### src/rtl/mem_1cyc_initiator.sv
// Byte-addressed load/store adapter onto a word-wide single-cycle RAM port.
// Misaligned accesses become two beats; read data is merged, aligned and extended.
module mem_1cyc_initiator #(
    parameter int ADDR_WIDTH = 32,
    parameter int DATA_WIDTH = 32
) (
    input  logic                  clk,
    input  logic                  rst,
    input  logic                  req_valid,
    output logic                  req_ready,
    input  logic [ADDR_WIDTH-1:0] req_addr,
    input  logic                  req_we,
    input  logic [1:0]            req_size,
    input  logic                  req_signed,
    input  logic [DATA_WIDTH-1:0] req_wdata,
    output logic                  resp_valid,
    input  logic                  resp_ready,
    output logic [DATA_WIDTH-1:0] resp_rdata,
    output logic                  mem_en,
    output logic                  mem_re,
    output logic                  mem_we,
    output logic [ADDR_WIDTH-1:0] mem_addr,
    output logic [1:0]            mem_size,
    output logic [3:0]            mem_wmask,
    output logic [DATA_WIDTH-1:0] mem_wdata,
    input  logic [DATA_WIDTH-1:0] mem_rdata
);

    typedef enum logic [1:0] {IDLE, BEAT0, BEAT1, RESP} state_t;

    state_t                  state;
    logic [ADDR_WIDTH-1:0]   addr_q;
    logic                    we_q;
    logic [1:0]              size_q;
    logic                    sgn_q;
    logic [31:0]             wdata_q;
    logic [31:0]             lo;
    logic [31:0]             hi;

    logic [1:0]              cur_off;
    logic [1:0]              cur_size;
    logic [31:0]             cur_wdata;
    logic [7:0]              cur_m;
    logic [63:0]             cur_w;
    logic                    cur_split;

    function automatic logic [7:0] lane_mask(input logic [1:0] off, input logic [1:0] size);
        logic [7:0] base;
        case (size)
            2'd0:    base = 8'h01;
            2'd1:    base = 8'h03;
            default: base = 8'h0F;
        endcase
        return base << off;
    endfunction

    function automatic logic [63:0] lane_data(input logic [1:0] off, input logic [31:0] wdata);
        return {32'b0, wdata} << {off, 3'b000};
    endfunction

    function automatic logic is_split(input logic [1:0] off, input logic [1:0] size);
        logic [2:0] nbytes;
        logic [2:0] last;
        case (size)
            2'd0:    nbytes = 3'd1;
            2'd1:    nbytes = 3'd2;
            default: nbytes = 3'd4;
        endcase
        last = {1'b0, off} + nbytes;
        return last > 3'd4;
    endfunction

    function automatic logic [31:0] assemble(input logic [31:0] hi_w, input logic [31:0] lo_w,
                                             input logic [1:0] off, input logic [1:0] size,
                                             input logic sgn);
        logic [31:0] s;
        s = 32'({hi_w, lo_w} >> {off, 3'b000});
        case (size)
            2'd0:    return sgn ? {{24{s[7]}}, s[7:0]} : {24'b0, s[7:0]};
            2'd1:    return sgn ? {{16{s[15]}}, s[15:0]} : {16'b0, s[15:0]};
            default: return s;
        endcase
    endfunction

    // Lane math follows the incoming request while idle (beat0 is launched on the
    // accept edge) and the latched request afterwards (beat1 and the split decision).
    always_comb begin
        cur_off   = addr_q[1:0];
        cur_size  = size_q;
        cur_wdata = wdata_q;
        if (state == IDLE) begin
            cur_off   = req_addr[1:0];
            cur_size  = req_size;
            cur_wdata = req_wdata;
        end
        cur_m     = lane_mask(cur_off, cur_size);
        cur_w     = lane_data(cur_off, cur_wdata);
        cur_split = is_split(cur_off, cur_size);
    end

    assign mem_size = 2'd2;

    // All outputs are registered, so each beat's strobes are set up on the edge
    // that enters the beat state and cleared on the edge that leaves it.
    always_ff @(posedge clk or negedge rst) begin
        if (!rst) begin
            state      <= IDLE;
            addr_q     <= '0;
            we_q       <= 1'b0;
            size_q     <= 2'd0;
            sgn_q      <= 1'b0;
            wdata_q    <= '0;
            lo         <= '0;
            hi         <= '0;
            req_ready  <= 1'b0;
            resp_valid <= 1'b0;
            resp_rdata <= '0;
            mem_en     <= 1'b0;
            mem_re     <= 1'b0;
            mem_we     <= 1'b0;
            mem_addr   <= '0;
            mem_wmask  <= 4'h0;
            mem_wdata  <= '0;
        end else begin
            case (state)
                IDLE: begin
                    req_ready <= 1'b1;
                    if (req_valid && req_ready) begin
                        addr_q    <= req_addr;
                        we_q      <= req_we;
                        size_q    <= req_size;
                        sgn_q     <= req_signed;
                        wdata_q   <= req_wdata;
                        req_ready <= 1'b0;
                        mem_en    <= 1'b1;
                        mem_we    <= req_we;
                        mem_re    <= !req_we;
                        mem_addr  <= {req_addr[ADDR_WIDTH-1:2], 2'b00};
                        mem_wmask <= req_we ? cur_m[3:0] : 4'h0;
                        mem_wdata <= cur_w[31:0];
                        state     <= BEAT0;
                    end
                end
                BEAT0: begin
                    lo <= mem_rdata;
                    if (cur_split) begin
                        mem_addr  <= {addr_q[ADDR_WIDTH-1:2], 2'b00} + ADDR_WIDTH'(4);
                        mem_wmask <= we_q ? cur_m[7:4] : 4'h0;
                        mem_wdata <= cur_w[63:32];
                        state     <= BEAT1;
                    end else begin
                        hi         <= '0;
                        mem_en     <= 1'b0;
                        mem_re     <= 1'b0;
                        mem_we     <= 1'b0;
                        mem_addr   <= '0;
                        mem_wmask  <= 4'h0;
                        mem_wdata  <= '0;
                        resp_valid <= 1'b1;
                        resp_rdata <= we_q ? 32'b0 : assemble(32'b0, mem_rdata, addr_q[1:0], size_q, sgn_q);
                        state      <= RESP;
                    end
                end
                BEAT1: begin
                    hi         <= mem_rdata;
                    mem_en     <= 1'b0;
                    mem_re     <= 1'b0;
                    mem_we     <= 1'b0;
                    mem_addr   <= '0;
                    mem_wmask  <= 4'h0;
                    mem_wdata  <= '0;
                    resp_valid <= 1'b1;
                    resp_rdata <= we_q ? 32'b0 : assemble(mem_rdata, lo, addr_q[1:0], size_q, sgn_q);
                    state      <= RESP;
                end
                RESP: begin
                    if (resp_ready) begin
                        resp_valid <= 1'b0;
                        req_ready  <= 1'b1;
                        state      <= IDLE;
                    end
                end
                default: state <= IDLE;
            endcase
        end
    end

endmodule
### config.mk
export PLATFORM = sky130hd
export DESIGN_NAME = mem_1cyc_initiator
export DESIGN_NICKNAME = d
export VERILOG_FILES = /design/src/rtl/mem_1cyc_initiator.sv
export SDC_FILE = /design/constraint.sdc
export NUM_CORES = 1
export LEC_CHECK = 0
export ABC_AREA = 1
export CAP_MARGIN = 15
export CORE_UTILIZATION = 45
export CTS_BUF_LIST = sky130_fd_sc_hd__clkbuf_4
export DETAILED_ROUTE_END_ITERATION = 10
export GPL_ROUTABILITY_DRIVEN = 0
export HOLD_SLACK_MARGIN = 0.08
export PLACE_DENSITY_LB_ADDON = 0.08
export RECOVER_POWER = 25
export SYNTH_ARGS = -nofsm -noshare
export SYNTH_HDL_FRONTEND = slang
export SYNTH_SLANG_ARGS = --single-unit
export TNS_END_PERCENT = 100
### constraint.sdc
create_clock -name clk -period 3 [get_ports clk]
set_input_delay 0.9 -clock clk [delete_from_list [all_inputs] [get_ports clk]]
set_output_delay 0.9 -clock clk [all_outputs]
set_load 0.1 [all_outputs]
==> metrics.csv <==
metric,value,unit
outcome,"complete, but fails checks",
violations,DRC,
relSlewSlack,0.6941,%
numPortBuffers,206,
grt_max_degree,79,
cpPeakStageDelay,0.40,ns
synthSimpleGateAreaFrac,32.25,%
synth_flop_cell,dfrtp_1,
holdPathStages,2,
synth_compound_area_share,14.58,%
core-area,0.02688,mm^2
yosys-top-cells-area,"dfrtp_1 42%, nand2_1 20%, o21ai_0 7.5%",
netlist_area,0.01231,mm^2
clock-sinks,205,
critical_path.top_delay_family,simple AND/OR/NAND/NOR gates,
yosysSeqAreaShare,41.68,%
r2r_slack,0.19,ns
ant_nets,0,
grt_pass1_wl,61470,um
ios,211,
drv_cap,0,
drt_first_pass_iters,9,
fillers,2637,
drt-total-wl,38500,um
hold_viol_final,0,
rr_worst_depth,15,
overflow,0,
num_rows,60,
dp.cells,2268,
synth_cells,1775,
netlist-cell-type-count,44,
layout_common_cells,"661 x nand2_1, 204 x dfrtp_1, 184 x o21ai_0",
synth_top_area_cell,dfrtp_1,
remaining_drc_errors,1,
path_cells,inv_1 -> ha_4 -> inv_1 -> nand2_1 -> nand2_2 -> nor2_1 -> ha_1 -> fa_1 -> or2_2 -> nand4_4 -> o21ai_2 -> nor2_4 -> buf_12 -> nand2_1 -> nand2_1,
dieArea,0.02802,mm^2
grt_pass1_vias,11964,
async_flop_share,100.0,%
final-max-slew-violation-count,0,
synth_mux_area_share,0.6811,%
fp.dieW,167.4,um
nets,2101,
min_period,2.815,ns
cts-root-buf,clkbuf_4,
synth-edff-count,0,
synth-seq-cells,205,
dpl_worst_slack,-0.4558,ns
regToRegStartpoint,state[0],
startpoint_type,register,
fp.dieH,167.4,um
drive_above_1_share,14.13,%
final_cells,2370,
worstMarginPinSlew,1.490,ns
multi_input_comb_area,0.006136,mm^2
skew,0.04811,ns
clk_latency,0.71,ns
post_synth_xor_area_fraction,1.139,%
dp_hpwl,27260,um
timing.rr.end,resp_rdata[29],
timing.final.ws_setup,0.1852,ns
finalCritPeriodShare,93.83,%
crit_top_cell,nand2_1,
crit_path_top_delay_cell,dfrtp_1,
syn_avg_cell_area,6.934,um^2
top_layer_used,met4,
wl_met3,2256,um
antenna_found_initial,1,
final_common_cell,nand2_1,
arrival,3.42,ns
synth.top_cell.area_share,41.68,%
clk_path_buf_depth,3,
area_growth,23.66,%
hp-start,wdata_q[20],
critPathBufInv,3,
seqCellArea,0.005131,mm^2
final_area,0.01522,mm^2
placed_area,0.01454,mm^2
crit_required,3.60,ns
drtIter0Drc,969,
wl_per_cell,16.25,um
critPathMaxFanout,23,
wl_met1,16460,um
end_kind,register,
min_to,wdata_q[20],
viasPerCell,5.292,
hold_path_class,reg2reg,
path_clk_slew,0.06,ns
synthAdderAreaFrac,0.8743,%
max_freq,0.3553,GHz
dr_wl_met2,18340,um
hold_buffers,0,
grt.total_usage,27.58,%
rsz0062_at_grt,no,
cts_made_buffers,57,
path_class,reg2reg,
finalSetupViolCount,0,
tritoncts,yes,
num_vias,12541,
htreeDepth,2,
synth_top_family_by_area,simple AND/OR/NAND/NOR gates,
floorplan.initialDensity,45.80,%
yosysWarnings,0,
-- cell type report --
| class | count | share of cell area, % |
|---|---|---|
| multi-input combinational | 1332 | 40.32 |
| sequential | 205 | 33.71 |
| timing repair buffer | 262 | 15.46 |
| clock buffer | 82 | 4.045 |
| inverter | 131 | 3.247 |
| tap | 341 | 2.803 |
| clock inverter | 12 | 0.3371 |
| antenna | 5 | 0.08221 |
-- worst max-delay path by stage --
stage | from | end | slack, ns | cells past startpoint
2_1_floorplan | state[0] | resp_rdata[15] | 0.07 | 16
3_3_place_gp | req_size[1] | resp_rdata[21] | -0.36 | 13
3_5_place_dp | req_size[1] | resp_rdata[12] | -0.46 | 13
4_1_cts | state[1] | resp_rdata[29] | 0.0006 | 15
5_1_grt | state[0] | resp_rdata[13] | 0.02 | 15
6_report | state[0] | resp_rdata[29] | 0.19 | 15
-- cells by family (layout without fill, tap and decap cells) --
logic type,count (synthesis),count (layout)
fa+ha+maj,8,8
buf+inv,240,487
flops,205,205
simple gates,955,955
compound gates,341,341
other cells,2,9
mux,8,8
xor+xnor,16,16
-- metal layers --
metal,global-route usage (%),vias to the layer above
met5,0,-
met1,34.51,5869
met3,5.271,104
li1,-,6149
met2,46.20,419
met4,12.45,0
-- flip-flops by register name (all words and copies together), names as in the netlist --
| name | cells |
|---|---|
| state | 2 |
| addr_q | 32 |
| mem_en | 1 |
| wdata_q | 32 |
| mem_wdata | 32 |
| mem_addr | 30 |
| req_ready | 1 |
| resp_rdata | 32 |
| resp_valid | 1 |
| mem_re | 1 |
| mem_wmask | 4 |
| sgn_q | 1 |
| size_q | 2 |
| we_q | 1 |
| mem_we | 1 |
| lo | 32 |
-- synth_stat cells (8+ instances only) --
library cell	number
buf_4	15
buf_2	45
o21ai_0	184
nor2_1	95
nand3_1	144
dfrtp_1	205
clkbuf_1	30
o21bai_1	15
nand2_1	662
o21ai_1	27
buf_6	8
xor2_1	10
nor3_1	9
nand4_1	13
a21oi_1	100
buf_1	11
inv_1	125
and2_1	8
-- per-stage QoR --
step | hold WS, ns | util, % | setup TNS, ns
global route | 0.5174 | 56.63 | 0
global placement | 0.4546 | 54.12 | -26.69
CTS | 0.1561 | 56.60 | 0
floorplan | 0.4422 | - | 0
detailed placement | 0.4686 | 54.12 | -34.24
finish | 0.4823 | 56.63 | 0
-- worst min-delay path, cell delays in order (launching register included) --
cell	delay (ns)
dfrtp_1	0.34
nand2_1	0.05
o21ai_0	0.06
-- what timing repair did --
action,in CTS,in global routing
endpoints found under the setup margin,0,70
gates resized for setup,0,3
setup buffers,0,3
Power is left out: the tool's default activity adds up to more than one toggle a clock period on the data nets, which glitch-free logic cannot reach.
